### src/rtl/usb_tx_serializer_pkg.sv
// Shared types and constants for the USB TX serializer.
package usb_tx_pkg;

  typedef enum logic [2:0] {
    IDLE   = 3'd0,
    SYNC   = 3'd1,
    DATA   = 3'd2,
    EOP    = 3'd3,
    IDLE_J = 3'd4
  } tx_state_t;

  // SYNC pattern sent LSB-first: 0,0,0,0,0,0,0,1
  localparam logic [7:0]  SYNC_BYTE = 8'h80;
  // Number of bit times the EOP marker occupies
  localparam int unsigned EOP_BITS  = 2;

endpackage

### src/rtl/usb_tx_serializer_bit_timer.sv
// Bit-time generator: counts 0..CLKS_PER_BIT-1 while enabled and strobes on
// the final cycle of each bit time. Held at zero when disabled or cleared.
module usb_bit_timer #(
  parameter int unsigned CLKS_PER_BIT = 8
) (
  input  logic clk,
  input  logic n_rst,
  input  logic enable,
  input  logic clear,
  output logic strobe
);

  localparam int unsigned CW = $clog2(CLKS_PER_BIT);
  localparam logic [CW-1:0] LAST = CW'(CLKS_PER_BIT - 1);

  logic [CW-1:0] r_count;

  // Free-running bit-time counter, parked at zero outside a packet
  always_ff @(posedge clk or negedge n_rst) begin
    if (!n_rst) begin
      r_count <= '0;
    end else if (clear || !enable) begin
      r_count <= '0;
    end else if (r_count == LAST) begin
      r_count <= '0;
    end else begin
      r_count <= r_count + CW'(1);
    end
  end

  assign strobe = enable && !clear && (r_count == LAST);

endmodule

### src/rtl/usb_tx_serializer.sv
// USB TX serializer: byte holding register, LSB-first shifter with bit
// stuffing, EOP framing and return-to-J request for the NRZI encoder.
// Build option: define USB_TX_SYNC_GEN_EN to emit the SYNC byte in hardware;
// otherwise the first byte supplied upstream must be SYNC.
module usb_tx_serializer
  import usb_tx_pkg::*;
#(
  parameter int unsigned CLKS_PER_BIT = 8,
  parameter int unsigned STUFF_LEN    = 6
) (
  input  logic       clk,
  input  logic       n_rst,
  input  logic [7:0] tx_data,
  input  logic       tx_last,
  input  logic       tx_valid,
  output logic       tx_ready,
  output logic       serial_out,
  output logic       shift_enable,
  output logic       eop_flag,
  output logic       reset_out,
  output logic       tx_busy,
  output logic       tx_underrun
);

  localparam int unsigned OW = $clog2(STUFF_LEN + 1);
  localparam logic [OW-1:0] STUFF_CNT = OW'(STUFF_LEN);
  localparam logic          EOP_LAST  = 1'(EOP_BITS - 1);

  tx_state_t     r_state, w_state_nxt;

  logic [7:0]    r_hold_data;
  logic          r_hold_last;
  logic          r_hold_valid;

  logic [7:0]    r_shift,    w_shift_nxt;
  logic [2:0]    r_idx,      w_idx_nxt;
  logic          r_serial,   w_serial_nxt;
  logic          r_stuff,    w_stuff_nxt;
  logic          r_last,     w_last_nxt;
  logic [OW-1:0] r_ones,     w_ones_nxt;
  logic          r_eop_cnt,  w_eop_nxt;
  logic          r_underrun, w_underrun_nxt;

  logic          w_load;
  logic          w_strobe;
  logic          w_busy;
  logic          w_clear;
  logic [2:0]    w_idx_inc;
  logic [OW-1:0] w_ones_after;

  assign w_busy    = (r_state != IDLE);
  assign w_clear   = (r_state == IDLE_J);
  assign w_idx_inc = r_idx + 3'd1;

  usb_bit_timer #(
    .CLKS_PER_BIT(CLKS_PER_BIT)
  ) u_bit_timer (
    .clk    (clk),
    .n_rst  (n_rst),
    .enable (w_busy),
    .clear  (w_clear),
    .strobe (w_strobe)
  );

  // Holding register: accepts only when empty, emptied when the shifter loads
  always_ff @(posedge clk or negedge n_rst) begin
    if (!n_rst) begin
      r_hold_data  <= '0;
      r_hold_last  <= 1'b0;
      r_hold_valid <= 1'b0;
    end else if (w_load) begin
      r_hold_valid <= 1'b0;
    end else if (tx_valid && !r_hold_valid) begin
      r_hold_data  <= tx_data;
      r_hold_last  <= tx_last;
      r_hold_valid <= 1'b1;
    end
  end

  // State and shift-path registers
  always_ff @(posedge clk or negedge n_rst) begin
    if (!n_rst) begin
      r_state    <= IDLE;
      r_shift    <= '0;
      r_idx      <= '0;
      r_serial   <= 1'b1;
      r_stuff    <= 1'b0;
      r_last     <= 1'b0;
      r_ones     <= '0;
      r_eop_cnt  <= 1'b0;
      r_underrun <= 1'b0;
    end else begin
      r_state    <= w_state_nxt;
      r_shift    <= w_shift_nxt;
      r_idx      <= w_idx_nxt;
      r_serial   <= w_serial_nxt;
      r_stuff    <= w_stuff_nxt;
      r_last     <= w_last_nxt;
      r_ones     <= w_ones_nxt;
      r_eop_cnt  <= w_eop_nxt;
      r_underrun <= w_underrun_nxt;
    end
  end

  // Next-state and next-bit selection, evaluated at each bit strobe.
  // r_serial always holds the bit currently on the line, so the bit that
  // follows is decided on the strobe and registered on the same edge; a
  // stuffed bit leaves r_idx on the data bit it follows.
  always_comb begin
    w_state_nxt    = r_state;
    w_shift_nxt    = r_shift;
    w_idx_nxt      = r_idx;
    w_serial_nxt   = r_serial;
    w_stuff_nxt    = r_stuff;
    w_last_nxt     = r_last;
    w_ones_nxt     = r_ones;
    w_eop_nxt      = r_eop_cnt;
    w_underrun_nxt = 1'b0;
    w_load         = 1'b0;
    w_ones_after   = r_serial ? (r_ones + OW'(1)) : '0;

    unique case (r_state)
      IDLE: begin
        w_serial_nxt = 1'b1;
        w_ones_nxt   = '0;
        if (r_hold_valid) begin
          w_idx_nxt   = '0;
          w_stuff_nxt = 1'b0;
`ifdef USB_TX_SYNC_GEN_EN
          w_state_nxt  = SYNC;
          w_shift_nxt  = SYNC_BYTE;
          w_serial_nxt = SYNC_BYTE[0];
          w_last_nxt   = 1'b0;
`else
          w_state_nxt  = DATA;
          w_load       = 1'b1;
          w_shift_nxt  = r_hold_data;
          w_serial_nxt = r_hold_data[0];
          w_last_nxt   = r_hold_last;
`endif
        end
      end

      SYNC, DATA: begin
        if (w_strobe) begin
          w_ones_nxt  = w_ones_after;
          w_stuff_nxt = 1'b0;
          if (w_ones_after == STUFF_CNT) begin
            w_stuff_nxt  = 1'b1;
            w_serial_nxt = 1'b0;
          end else if (r_idx != 3'd7) begin
            w_idx_nxt    = w_idx_inc;
            w_serial_nxt = r_shift[w_idx_inc];
          end else if (r_last) begin
            w_state_nxt  = EOP;
            w_serial_nxt = 1'b1;
            w_eop_nxt    = 1'b0;
          end else if (r_hold_valid) begin
            w_state_nxt  = DATA;
            w_load       = 1'b1;
            w_shift_nxt  = r_hold_data;
            w_serial_nxt = r_hold_data[0];
            w_last_nxt   = r_hold_last;
            w_idx_nxt    = '0;
          end else begin
            w_underrun_nxt = 1'b1;
            w_state_nxt    = EOP;
            w_serial_nxt   = 1'b1;
            w_eop_nxt      = 1'b0;
          end
        end
      end

      EOP: begin
        w_serial_nxt = 1'b1;
        if (w_strobe) begin
          if (r_eop_cnt == EOP_LAST) begin
            w_state_nxt = IDLE_J;
          end else begin
            w_eop_nxt = r_eop_cnt + 1'b1;
          end
        end
      end

      IDLE_J: begin
        w_serial_nxt = 1'b1;
        w_state_nxt  = IDLE;
      end

      default: begin
        w_state_nxt = IDLE;
      end
    endcase
  end

  assign tx_ready     = !r_hold_valid;
  assign serial_out   = r_serial;
  assign shift_enable = w_strobe;
  assign eop_flag     = (r_state == EOP);
  assign reset_out    = (r_state == IDLE_J);
  assign tx_busy      = w_busy;
  assign tx_underrun  = r_underrun;

endmodule

### config.mk
export PLATFORM = sky130hd
export DESIGN_NAME = usb_tx_serializer
export DESIGN_NICKNAME = d
export VERILOG_FILES = /design/src/rtl/usb_tx_serializer_pkg.sv /design/src/rtl/usb_tx_serializer_bit_timer.sv /design/src/rtl/usb_tx_serializer.sv
export SDC_FILE = /design/constraint.sdc
export NUM_CORES = 1
export LEC_CHECK = 0
export BUFFER_PORTS_ARGS = -buffer_cell sky130_fd_sc_hd__buf_2
export CAP_MARGIN = 25
export CORE_UTILIZATION = 60
export DETAILED_ROUTE_END_ITERATION = 10
export HOLD_SLACK_MARGIN = 0.1
export PLACE_DENSITY = 0.82
export RECOVER_POWER = 50
export SLEW_MARGIN = 10
export SYNTH_ARGS = -nofsm -noshare
export SYNTH_HDL_FRONTEND = slang
export SYNTH_SLANG_ARGS = --single-unit
### constraint.sdc
create_clock -name clk -period 3.1 [get_ports clk]
set_input_delay 0.465 -clock clk [delete_from_list [all_inputs] [get_ports clk]]
set_output_delay 0.465 -clock clk [all_outputs]
set_load 0.01 [all_outputs]
# ---- Word level (Yosys, flattened, before mapping)
# Cells that the tools add are included.
dict set report classes {
  add_sub_neg 4
  magnitude_cmp 1
  eq_ne 16
  mux 63
  bitwise 1
  reduce_logical 23
}
# op n
set ops {}
lappend ops {{$mux W3} 15}
lappend ops {{$mux W8} 5}
lappend ops {{$mux W1} 34}
lappend ops {{$pmux W8 S2} 1}
lappend ops {{$ne A2 B2 Y1 const B} 6}
lappend ops {{$pmux W3 S2} 2}
lappend ops {{$reduce_and A6 Y1} 2}
lappend ops {{$reduce_and A5 Y1} 2}
lappend ops {{$add A3 B1 Y3 const B} 3}
lappend ops {{$eq A3 B3 Y1 const B} 3}
lappend ops {{$ne A3 B3 Y1 const B} 3}
lappend ops {{$pmux W3 S3} 1}
lappend ops {{$eq A3 B2 Y1 const B} 2}
lappend ops {{$pmux W1 S2} 3}
lappend ops {{$reduce_and A2 Y1} 3}
lappend ops {{$reduce_bool A2 Y1} 3}
lappend ops {{$reduce_bool A3 Y1} 2}
lappend ops {{$lt A3 B4 Y1 const B} 1}
lappend ops {{$reduce_and A4 Y1} 1}
lappend ops {{$reduce_or A2 Y1} 2}
lappend ops {{$bmux W1 S3} 1}
lappend ops {{$eq A3 B1 Y1 const B} 1}
lappend ops {{$logic_and A1 B1 Y1} 3}
lappend ops {{$logic_not A1 Y1} 3}
lappend ops {{6 further kinds} 6}
dict set report totals {
  register_bits 34
  inputBits 12
  output_inout_bits 7
  word_cells 120
}

# ---- Depth between registers and ports, before layout
# Gate-level depths: netlist of run 1.
dict set report logic_depth {
  word_depth 8
  mapped_depth 8
  ltp_nobuf 7
}

# ---- By module
# A second synthesis of run 1 with hierarchy kept.
dict set report hier_totals {
  cells_unflattened 141
  hier_area_um2 1666.6
}
# module n_inst cells_each area_per_inst_um2 seq_area_each_um2
set by_module_without_submodules {}
lappend by_module_without_submodules {usb_tx_serializer 1 132 1525.2 777.0}
lappend by_module_without_submodules {usb_bit_timer 1 9 141.4 75.1}

# ---- Worst setup path before layout of run 1
# OpenSTA, ideal clock, no wires.
dict set report synth_timing {
  kind {register -> register}
  startpoint {reg r_ones[0]}
  endpoint {reg r_shift[0]}
  t_arrival_ns 1.697
  setup_slack_ns 1.279
  stages_incl_launch_ff 7
  cell_sequence {dfrtp_1 > ha_1 > xnor2_1 > or2_4 > nand4_4 > a21oi_4 > mux2_2}
}
dict set report synth_between {
  elab_chain_cells 5
}
# item line_no
set synth_rtl {}
lappend synth_rtl {{start: declaration} usb_tx_serializer.sv:40} ;# logic [OW-1:0] r_ones, w_ones_nxt;
lappend synth_rtl {{start signal: assignment} usb_tx_serializer.sv:99} ;# r_ones <= w_ones_nxt;
lappend synth_rtl {{$add A3 B1 Y3} usb_tx_serializer.sv:120} ;# w_ones_after = r_serial ? (r_ones + OW'(1)) : '0;
lappend synth_rtl {{$mux W3} usb_tx_serializer.sv:120}
lappend synth_rtl {{$eq A3 B3 Y1} usb_tx_serializer.sv:148} ;# if (w_ones_after == STUFF_CNT) begin
lappend synth_rtl {{$ne A2 B2 Y1 (no line)} -}
lappend synth_rtl {{$reduce_and A5 Y1 (no line)} -}
lappend synth_rtl {{end signal: assignment} usb_tx_serializer.sv:94} ;# r_shift <= w_shift_nxt;
lappend synth_rtl {{end: declaration} usb_tx_serializer.sv:35} ;# logic [7:0] r_shift, w_shift_nxt;
# Every way passes these cells.
# A chain may end at the register's enable or synchronous reset.

# ---- Final worst setup path of run 1
dict set report layout_timing {
  startpoint {reg u_bit_timer.r_count[0]}
  endpoint {out shift_enable}
}
dict set report layout_between {
  elab_chain_cells 2
}
# item line_no
set layout_rtl {}
lappend layout_rtl {{start: declaration} usb_tx_serializer_bit_timer.sv:16} ;# logic [CW-1:0] r_count;
lappend layout_rtl {{start signal: assignment} usb_tx_serializer_bit_timer.sv:27} ;# r_count <= r_count + CW'(1);
lappend layout_rtl {{$eq A3 B3 Y1} usb_tx_serializer_bit_timer.sv:31} ;# assign strobe = enable && !clear && (r_count == LAST);
lappend layout_rtl {{$logic_and A1 B1 Y1} usb_tx_serializer_bit_timer.sv:31}
lappend layout_rtl {{end: declaration} usb_tx_serializer.sv:18} ;# output logic shift_enable,
# Every way passes these cells.

==> metrics.txt, run 1 <==
# TYPE chip_impl_metric gauge
chip_impl_info{name="run_status",value="complete, but fails checks"} 1
chip_impl_info{name="violations",value="max-capacitance violations, max-slew violations"} 1
chip_impl_metric{name="wire_per_inst",unit="um"} 16.10
chip_impl_metric{name="route.final.wire_length",unit="um"} 3204
chip_impl_metric{name="worst_skew_pair.late_latency",unit="ps"} 350
chip_impl_metric{name="numPlacedInstances",unit=""} 191
chip_impl_metric{name="ctsResizeCount",unit=""} 0
chip_impl_metric{name="synth.yosys.seq_area_share",unit=""} 0.4875
chip_impl_info{name="hold_path_class",value="input port to register"} 1
chip_impl_metric{name="max-slew-margin-rel",unit=""} -0.1482
chip_impl_info{name="path_cells",value="ha_1 -> ha_1 -> inv_1 -> nor2_1 -> buf_2"} 1
chip_impl_metric{name="max_cap_viols",unit=""} 1
chip_impl_metric{name="antennaDiodeCount",unit=""} 0
chip_impl_metric{name="drive_gt1_frac",unit=""} 0.2798
chip_impl_metric{name="place.port_buffers",unit=""} 18
chip_impl_metric{name="floorplan.die_area",unit="mm2"} 0.003133
chip_impl_metric{name="post_synth_mux_area_share",unit=""} 0.1496
chip_impl_metric{name="pwr_density_cell",unit="mW/mm2"} 506.5
chip_impl_metric{name="h-tree-depth",unit=""} 2
chip_impl_metric{name="final_net_count",unit=""} 184
chip_impl_metric{name="clk_pin_slew_worst_paths",unit="ps"} 100
chip_impl_metric{name="die_height",unit="um"} 55.98
chip_impl_info{name="clockRootBuffer",value="clkbuf_4"} 1
chip_impl_metric{name="post-route-min-period",unit="ps"} 2144
chip_impl_metric{name="achievable-frequency",unit="MHz"} 466.5
chip_impl_metric{name="ioPinCount",unit=""} 19
chip_impl_metric{name="dpl_cell_area",unit="mm2"} 0.001804
chip_impl_metric{name="clock_sink_count",unit=""} 34
chip_impl_info{name="worstSetupPathType",value="register to output port"} 1
chip_impl_metric{name="yosys_warnings",unit=""} 0
chip_impl_metric{name="timing.hold.ws",unit="ps"} 324.0
chip_impl_metric{name="area_grow_syn2layout",unit="%"} 7.588
chip_impl_metric{name="cp_slowest_stage_delay",unit="ps"} 370
chip_impl_metric{name="crit_path_max_fanout",unit=""} 10
chip_impl_metric{name="ys_ff_latch",unit=""} 34
chip_impl_metric{name="clock_path_buffers",unit=""} 2
chip_impl_metric{name="synth_area_in_adders",unit=""} 0.03579
chip_impl_metric{name="antenna_violations_before_repair",unit=""} 0
chip_impl_metric{name="cp_data_arrival_time",unit="ps"} 1680
chip_impl_metric{name="synth_enable_flop_cells",unit=""} 0
chip_impl_metric{name="final-hold-violation-count",unit=""} 0
chip_impl_metric{name="gp_routability_congestion",unit=""} 0.9541
chip_impl_metric{name="power.leakage",unit="nW"} 0.8897
chip_impl_metric{name="synth_cell_type_count",unit=""} 45
chip_impl_metric{name="vias",unit=""} 1216
chip_impl_metric{name="timing.final.setup_violations",unit=""} 0
chip_impl_metric{name="power",unit="uW"} 952.5
chip_impl_metric{name="combined_area_of_all_synthesized_cells",unit="mm2"} 0.001748
chip_impl_metric{name="timing.critical_path.buf_inv",unit=""} 2
chip_impl_metric{name="vdd.ir_drop.worst",unit="mV"} 0.4207
chip_impl_metric{name="worst_slew_pin_slew",unit="ps"} 1722
chip_impl_metric{name="final_global_route_overflow_total",unit=""} 0
chip_impl_metric{name="pin_count_of_the_biggest_net_entering_global_routing",unit=""} 35
chip_impl_metric{name="period_share",unit=""} 0.6915
chip_impl_info{name="min_from",value="tx_last"} 1
chip_impl_info{name="worst_setup_end_kind",value="output port"} 1
chip_impl_metric{name="die-width",unit="um"} 55.98
chip_impl_info{name="crit_top_cell",value="ha_1"} 1
chip_impl_metric{name="synthArstFlopShare",unit=""} 1.000
chip_impl_metric{name="clock-skew-final",unit="ps"} 16.32
chip_impl_metric{name="timing.critical_path.required",unit="ps"} 2630
chip_impl_metric{name="wire_length_of_the_first_global_routing_pass",unit="um"} 5554
chip_impl_metric{name="synth-xor-area-share",unit=""} 0.01002
chip_impl_info{name="start_kind",value="register"} 1
chip_impl_metric{name="grt_pass1_vias",unit=""} 1247
chip_impl_metric{name="core.rowCount",unit=""} 19
chip_impl_metric{name="postCtsHoldBufs",unit=""} 0
chip_impl_metric{name="vias_per_cell",unit=""} 6.111
chip_impl_info{name="synth_top_family_by_area",value="multiplexers"} 1
chip_impl_info{name="crit_path_start",value="u_bit_timer.r_count[0]"} 1
chip_impl_info{name="cpMaxStageDelayCell",value="dfrtp_1"} 1
chip_impl_metric{name="synthSimpleGateAreaFrac",unit=""} 0.1439
chip_impl_metric{name="fp.coreArea",unit="mm2"} 0.002758
chip_impl_metric{name="synth.net_count",unit=""} 166
chip_impl_info{name="r2r-start",value="r_ones[0]"} 1
chip_impl_metric{name="hpwl",unit="um"} 2326
chip_impl_metric{name="final-instance-count-excl-fill",unit=""} 199
chip_impl_metric{name="cts_post_setup_buffers_inserted",unit=""} 0
chip_impl_metric{name="drcViolationCount",unit=""} 0
chip_impl_info{name="rsz0062_at_grt",value="no"} 1
chip_impl_info{name="cts_tree",value="done"} 1
chip_impl_metric{name="synth_compound_area_frac",unit=""} 0.1210
chip_impl_info{name="crit_family",value="adder cells"} 1
chip_impl_metric{name="avgSynthCellArea",unit="um2"} 11.73
chip_impl_metric{name="tritoncts.num_buffers",unit=""} 5
chip_impl_metric{name="timing.final.max_slew_violations",unit=""} 35
chip_impl_metric{name="totalNegativeSetupSlack",unit="ps"} 0
chip_impl_metric{name="drt_pass1_iterations",unit=""} 4
chip_impl_metric{name="netlist_instances",unit=""} 149
chip_impl_info{name="synth_flop_cell",value="dfrtp_1"} 1
chip_impl_metric{name="drt_iter0_drc",unit=""} 93
chip_impl_metric{name="finalInstanceArea",unit="mm2"} 0.001881
chip_impl_metric{name="initial_core_util",unit=""} 0.6338
chip_impl_metric{name="postRouteAntennaNets",unit=""} 0
chip_impl_metric{name="globalRouteTotalUtil",unit=""} 0.2332
## synth_stat cells, drive strengths merged, types with 2 or more instances
library cell	number	area, um2
nand3	4	20.02
o211ai	4	30.03
buf	7	72.57
mux4	2	48.80
nor2	11	41.29
nand4	2	27.53
dfrtp	33	825.8
o21ai	6	30.03
or2	3	21.28
xnor2	2	17.52
inv	4	15.01
a21oi	5	36.29
nand2	11	41.29
nor2b	4	25.02
and3	2	12.51
ha	5	62.56
mux2	18	202.7
a22o	4	35.03
nor3	4	25.02
a31oi	2	12.51
## cell families after synthesis
| logic type | count (synthesis) |
|---|---|
| AO/OA/AOI/OAI | 29 |
| XOR/XNOR | 2 |
| adder cells (fa/ha/maj) | 5 |
| buffers and inverters | 12 |
| flip-flops | 34 |
| multiplexers | 21 |
| AND/OR/NAND/NOR | 46 |
## power breakdown
group	internal (mW)	switching (mW)	total [mW]
logic	0.0563	0.0388	0.0951
registers	0.498	0.0350	0.533
clock network	0.170	0.155	0.325
## state kept, by name, summed over array words and instances, names as in the netlist
signal	count
tx_underrun	1
r_idx	3
r_shift	8
r_hold_last	1
serial_out	1
r_last	1
r_state	3
r_eop_cnt	1
u_bit_timer.r_count	3
r_hold_data	8
r_hold_valid	1
r_ones	3
## worst register-to-register path: stages, from the launching register on
cell     delay, ps
dfrtp_1        420
ha_1           250
xnor2_1        250
or2_4          210
nand4_4        140
a21oi_4        330
mux2_2         380
## per-layer routing
metal	share of wire	up-vias	GRT usage
met1	0.44	577	0.3033
met4	0.022	0	0.1045
met2	0.47	54	0.3520
met3	0.067	7	0.08372
met5	0	-	0
li1	-	578	-
## through the flow
stage / setup WS [ps] / util
3_5_place_dp: 1050 / 0.6543
4_1_cts: 966.9 / 0.6828
5_1_grt: 849.6 / 0.6819
6_report: 956.2 / 0.6819
3_3_place_gp: 1073 / 0.6543
2_1_floorplan: 1279 / -
## area by class of cell
type                    count  area (um2)
fillers                   208       877.1
inverters                   5       18.77
clock buffers               6       41.29
repair buffers             18       87.58
flip-flops and latches     34       852.1
clock inverters             2       37.54
multi-input cells         103       804.5
well taps                  31       38.79
## cell usage in the layout, fill, tap and decap left out, types with 3 or more instances in the layout
master,instances
nand3_1,4
a22o_1,4
nand2_1,11
clkbuf_4,5
ha_1,5
a21oi_1,4
nor3_1,3
o21ai_0,6
nor2_1,11
clkbuf_1,3
o211ai_1,4
nor2b_1,4
dfrtp_1,33
inv_1,4
mux2_2,18
buf_2,16
## worst paths after layout
| path | end | slack, ps | cells after the start |
|---|---|---|---|
| worst max-delay path | shift_enable | 960 | 5 |
| worst min-delay path | r_hold_last | 320 | 3 |
| worst max register to register | r_shift[3] | 1030 | 6 |
| worst min register to register | u_bit_timer.r_count[0] | 470 | 1 |
| max in group asynchronous | r_idx[2] | 1540 | 1 |
| min in group asynchronous | r_eop_cnt | 550 | 1 |
(Power assumes the default switching activity.)
==> run 2: changes to the inputs <==
--- a/config.mk
+++ b/config.mk
@@ -5,12 +5,13 @@
 export SDC_FILE = /design/constraint.sdc
 export NUM_CORES = 1
 export LEC_CHECK = 0
+export ABC_AREA = 1
 export BUFFER_PORTS_ARGS = -buffer_cell sky130_fd_sc_hd__buf_2
 export CAP_MARGIN = 25
-export CORE_UTILIZATION = 60
+export CORE_UTILIZATION = 52
 export DETAILED_ROUTE_END_ITERATION = 10
 export HOLD_SLACK_MARGIN = 0.1
-export PLACE_DENSITY = 0.82
+export PLACE_DENSITY = 0.75
 export RECOVER_POWER = 50
 export SLEW_MARGIN = 10
 export SYNTH_ARGS = -nofsm -noshare
==> constraint.sdc (replaced) <==
create_clock -name clk -period 1.7 [get_ports clk]
set_input_delay 0.255 -clock clk [delete_from_list [all_inputs] [get_ports clk]]
set_output_delay 0.255 -clock clk [all_outputs]
set_load 0.01 [all_outputs]
==> metrics.txt, run 2 <==
# TYPE chip_impl_metric gauge
chip_impl_info{name="run_status",value="completed"} 1
chip_impl_metric{name="cp.depth",unit=""} 9
chip_impl_metric{name="die_height",unit="um"} 62.08
chip_impl_metric{name="core.rowCount",unit=""} 21
chip_impl_metric{name="initial_core_util",unit=""} 0.5537
chip_impl_info{name="r2r-start",value="u_bit_timer.r_count[0]"} 1
chip_impl_metric{name="vias_per_cell",unit=""} 5.051
chip_impl_metric{name="power.leakage",unit="nW"} 1.114
chip_impl_metric{name="clock_sink_count",unit=""} 34
chip_impl_metric{name="tritoncts.num_buffers",unit=""} 5
chip_impl_metric{name="hpwl",unit="um"} 2454
chip_impl_metric{name="yosys_warnings",unit=""} 0
chip_impl_info{name="yosys.area.top_type",value="dfrtp_1"} 1
chip_impl_info{name="mostFrequentLayoutCell",value="nand2_1"} 1
chip_impl_metric{name="reg2reg_depth",unit=""} 9
chip_impl_info{name="cts_tree",value="done"} 1
chip_impl_metric{name="wire_per_inst",unit="um"} 12.46
chip_impl_metric{name="synth_area_in_adders",unit=""} 0.03333
chip_impl_info{name="start_kind",value="register"} 1
chip_impl_metric{name="die-width",unit="um"} 62.08
chip_impl_info{name="synth_top_family_by_area",value="simple AND/OR/NAND/NOR gates"} 1
chip_impl_info{name="synth.most_common_cell",value="nand2_1"} 1
chip_impl_metric{name="cp_data_arrival_time",unit="ps"} 1940
chip_impl_metric{name="cp_slowest_stage_delay",unit="ps"} 370
chip_impl_info{name="crit_family",value="simple AND/OR/NAND/NOR gates"} 1
chip_impl_info{name="hold_path_class",value="input port to register"} 1
chip_impl_metric{name="floorplan.die_area",unit="mm2"} 0.003853
chip_impl_metric{name="synth_enable_flop_cells",unit=""} 0
chip_impl_metric{name="vias",unit=""} 1490
chip_impl_info{name="setup.worst_path.end",value="r_shift[3]"} 1
chip_impl_metric{name="area_grow_syn2layout",unit="%"} 17.80
chip_impl_metric{name="synth.net_count",unit=""} 231
chip_impl_metric{name="synth_compound_area_frac",unit=""} 0.06267
chip_impl_metric{name="fp.coreArea",unit="mm2"} 0.003390
chip_impl_metric{name="synth-xor-area-share",unit=""} 0
chip_impl_metric{name="synthArstFlopShare",unit=""} 1.000
chip_impl_info{name="clockRootBuffer",value="clkbuf_4"} 1
chip_impl_info{name="cpMaxStageDelayCell",value="dfrtp_1"} 1
chip_impl_metric{name="drt_iter0_drc",unit=""} 94
chip_impl_metric{name="clk_pin_slew_worst_paths",unit="ps"} 110
chip_impl_info{name="leading_cell_types_in_the_layout_fill_and_taps_excluded",value="nand2_1 (46), dfrtp_1 (33), inv_1 (24)"} 1
chip_impl_metric{name="globalRouteTotalUtil",unit=""} 0.2075
chip_impl_metric{name="final_global_route_overflow_total",unit=""} 0
chip_impl_info{name="synth_flop_cell",value="dfrtp_1"} 1
chip_impl_metric{name="timing.final.setup_violations",unit=""} 0
chip_impl_metric{name="timing.final.max_slew_violations",unit=""} 0
chip_impl_metric{name="crit_path_max_fanout",unit=""} 6
chip_impl_metric{name="postRouteAntennaNets",unit=""} 0
chip_impl_metric{name="max_cap_viols",unit=""} 0
chip_impl_metric{name="antennaDiodeCount",unit=""} 0
chip_impl_info{name="path_cells",value="ha_2 -> ha_4 -> inv_4 -> nor2_4 -> nand2_4 -> nor3_4 -> nand3_4 -> nand3_1 -> nand2_2"} 1
chip_impl_metric{name="post_synth_mux_area_share",unit=""} 0.04800
chip_impl_metric{name="synth.yosys.seq_area_share",unit=""} 0.4540
chip_impl_metric{name="synth_cell_type_count",unit=""} 29
chip_impl_metric{name="final_net_count",unit=""} 265
chip_impl_metric{name="max-slew-margin-rel",unit=""} 0.4322
chip_impl_metric{name="worst_slew_pin_slew",unit="ps"} 851.7
chip_impl_metric{name="period_share",unit=""} 0.9990
chip_impl_metric{name="pin_count_of_the_biggest_net_entering_global_routing",unit=""} 35
chip_impl_metric{name="clock_path_buffers",unit=""} 2
chip_impl_metric{name="pwr_density_cell",unit="mW/mm2"} 1899
chip_impl_metric{name="grt_pass1_vias",unit=""} 1252
chip_impl_metric{name="h-tree-depth",unit=""} 2
chip_impl_metric{name="netlist.area_leader.share",unit=""} 0.4400
chip_impl_info{name="min_from",value="tx_data[6]"} 1
chip_impl_metric{name="route.final.wire_length",unit="um"} 3675
chip_impl_metric{name="totalNegativeSetupSlack",unit="ps"} 0
chip_impl_metric{name="antenna_violations_before_repair",unit=""} 0
chip_impl_metric{name="combined_area_of_all_synthesized_cells",unit="mm2"} 0.001877
chip_impl_metric{name="synthSimpleGateAreaFrac",unit=""} 0.3260
chip_impl_metric{name="place.port_buffers",unit=""} 18
chip_impl_metric{name="worst_skew_pair.late_latency",unit="ps"} 340
chip_impl_metric{name="final.fill_count",unit=""} 288
chip_impl_metric{name="vdd.ir_drop.worst",unit="mV"} 0.9908
chip_impl_metric{name="drt_pass1_iterations",unit=""} 4
chip_impl_metric{name="post-route-min-period",unit="ps"} 1698
chip_impl_metric{name="ys_ff_latch",unit=""} 34
chip_impl_metric{name="ioPinCount",unit=""} 19
chip_impl_metric{name="netlist_instances",unit=""} 214
chip_impl_metric{name="clock-skew-final",unit="ps"} 11.23
chip_impl_metric{name="avgSynthCellArea",unit="um2"} 8.770
chip_impl_metric{name="reg2reg_slack",unit="ps"} 2
chip_impl_metric{name="timing.critical_path.required",unit="ps"} 1940
chip_impl_info{name="worst_setup_end_kind",value="register"} 1
chip_impl_metric{name="timing.critical_path.buf_inv",unit=""} 1
chip_impl_metric{name="wire_length_of_the_first_global_routing_pass",unit="um"} 5699
chip_impl_metric{name="drcViolationCount",unit=""} 0
chip_impl_metric{name="gp_routability_congestion",unit=""} 0.8001
chip_impl_info{name="worstSetupPathType",value="register to register"} 1
chip_impl_metric{name="achievable-frequency",unit="MHz"} 588.8
chip_impl_info{name="synth_common_cells",value="nand2_1 (48), dfrtp_1 (33), inv_1 (24), nand3_1 (24), nor2_1 (13)"} 1
chip_impl_metric{name="drive_gt1_frac",unit=""} 0.3253
chip_impl_info{name="largest_registers",value="r_hold_data (8), r_shift (8)"} 1
chip_impl_metric{name="power",unit="mW"} 4.199
chip_impl_info{name="worst_r2r_endpoint",value="r_shift[3]"} 1
chip_impl_metric{name="final-hold-violation-count",unit=""} 0
chip_impl_info{name="synthTopCellsByArea",value="dfrtp_1 (44%), nand2_1 (9.6%), nand3_1 (6.4%)"} 1
chip_impl_info{name="rsz0062_at_grt",value="yes"} 1
chip_impl_info{name="crit_path_start",value="u_bit_timer.r_count[0]"} 1
## run 2: cell types whose count changed in the layout (fill, tap and decap cells not counted), moves of 4 or more
cell | before | now
a22o_1 | 4 | 0
buf_4 | 0 | 9
inv_1 | 4 | 24
mux2_2 | 18 | 8
nand2_1 | 11 | 46
nand2_2 | 0 | 9
nand2_4 | 0 | 5
nand3_1 | 4 | 23
nor2_4 | 0 | 4
nor2b_1 | 4 | 0
o211ai_1 | 4 | 0
o21ai_1 | 0 | 5
## run 2: cells by family (layout without fill, tap and decap cells)
| kind of cell | Yosys count | in the layout |
|---|---|---|
| compound gates | 21 | 21 |
| flops | 34 | 34 |
| fa+ha+maj | 5 | 5 |
| simple gates | 113 | 115 |
| buf+inv | 33 | 66 |
| mux | 8 | 8 |
## run 2: final cells by class
class                      count  area [um2]  area share
inverter                      29       112.6     0.05093
multi-input combinational    149       938.4      0.4244
clock buffer                   5       37.54     0.01698
tap                           46       57.56     0.02603
clock inverter                 3       40.04     0.01811
sequential                    34       852.1      0.3854
timing repair buffer          29       172.7     0.07810
## run 2: how the worst min path moves through the flow
stage / end / slack [ps] / cells past startpoint
after CTS: r_hold_data[7] / 120 / 2
after global routing: r_hold_data[7] / 110 / 2
final: r_hold_data[6] / 130 / 2
after global placement: r_idx[0] / 310 / 2
after detailed placement: r_idx[2] / 320 / 2
after floorplan: r_eop_cnt / -40 / 0
## run 2: stage by stage
step,util,hold slack (ps),worst slack (ps),cell area (um2),cells
2_1_floorplan,-,-40.59,134.0,1877,214
3_3_place_gp,0.6032,312.4,76.70,2044,281
3_5_place_dp,0.6032,316.0,55.17,2044,281
4_1_cts,0.6298,121.5,15.03,2135,290
5_1_grt,0.6523,108.4,-90.91,2211,295
6_report,0.6523,131.1,1.649,2211,295
## run 2: timing repair
action	in CTS	in global routing
hold endpoints to repair	33	0
setup endpoints to repair	1	16
resized for setup	1	10
pin swaps	0	9
buffers inserted	0	3
gates cloned	0	2
hold buffers	1	0
## run 2: where the power goes
| part | switching, mW | total (mW) | internal (mW) |
|---|---|---|---|
| Sequential | 0.248 | 1.44 | 1.19 |
| Combinational | 1.34 | 2.18 | 0.840 |
| Clock | 0.280 | 0.585 | 0.304 |
## run 2: routing by layer
layer,GRT usage,vias up,routed length [um]
met1,0.3185,676,1728
met2,0.2872,43,1697
met3,0.04969,5,202
met5,0,-,0
met4,0.06667,0,47
li1,-,766,-
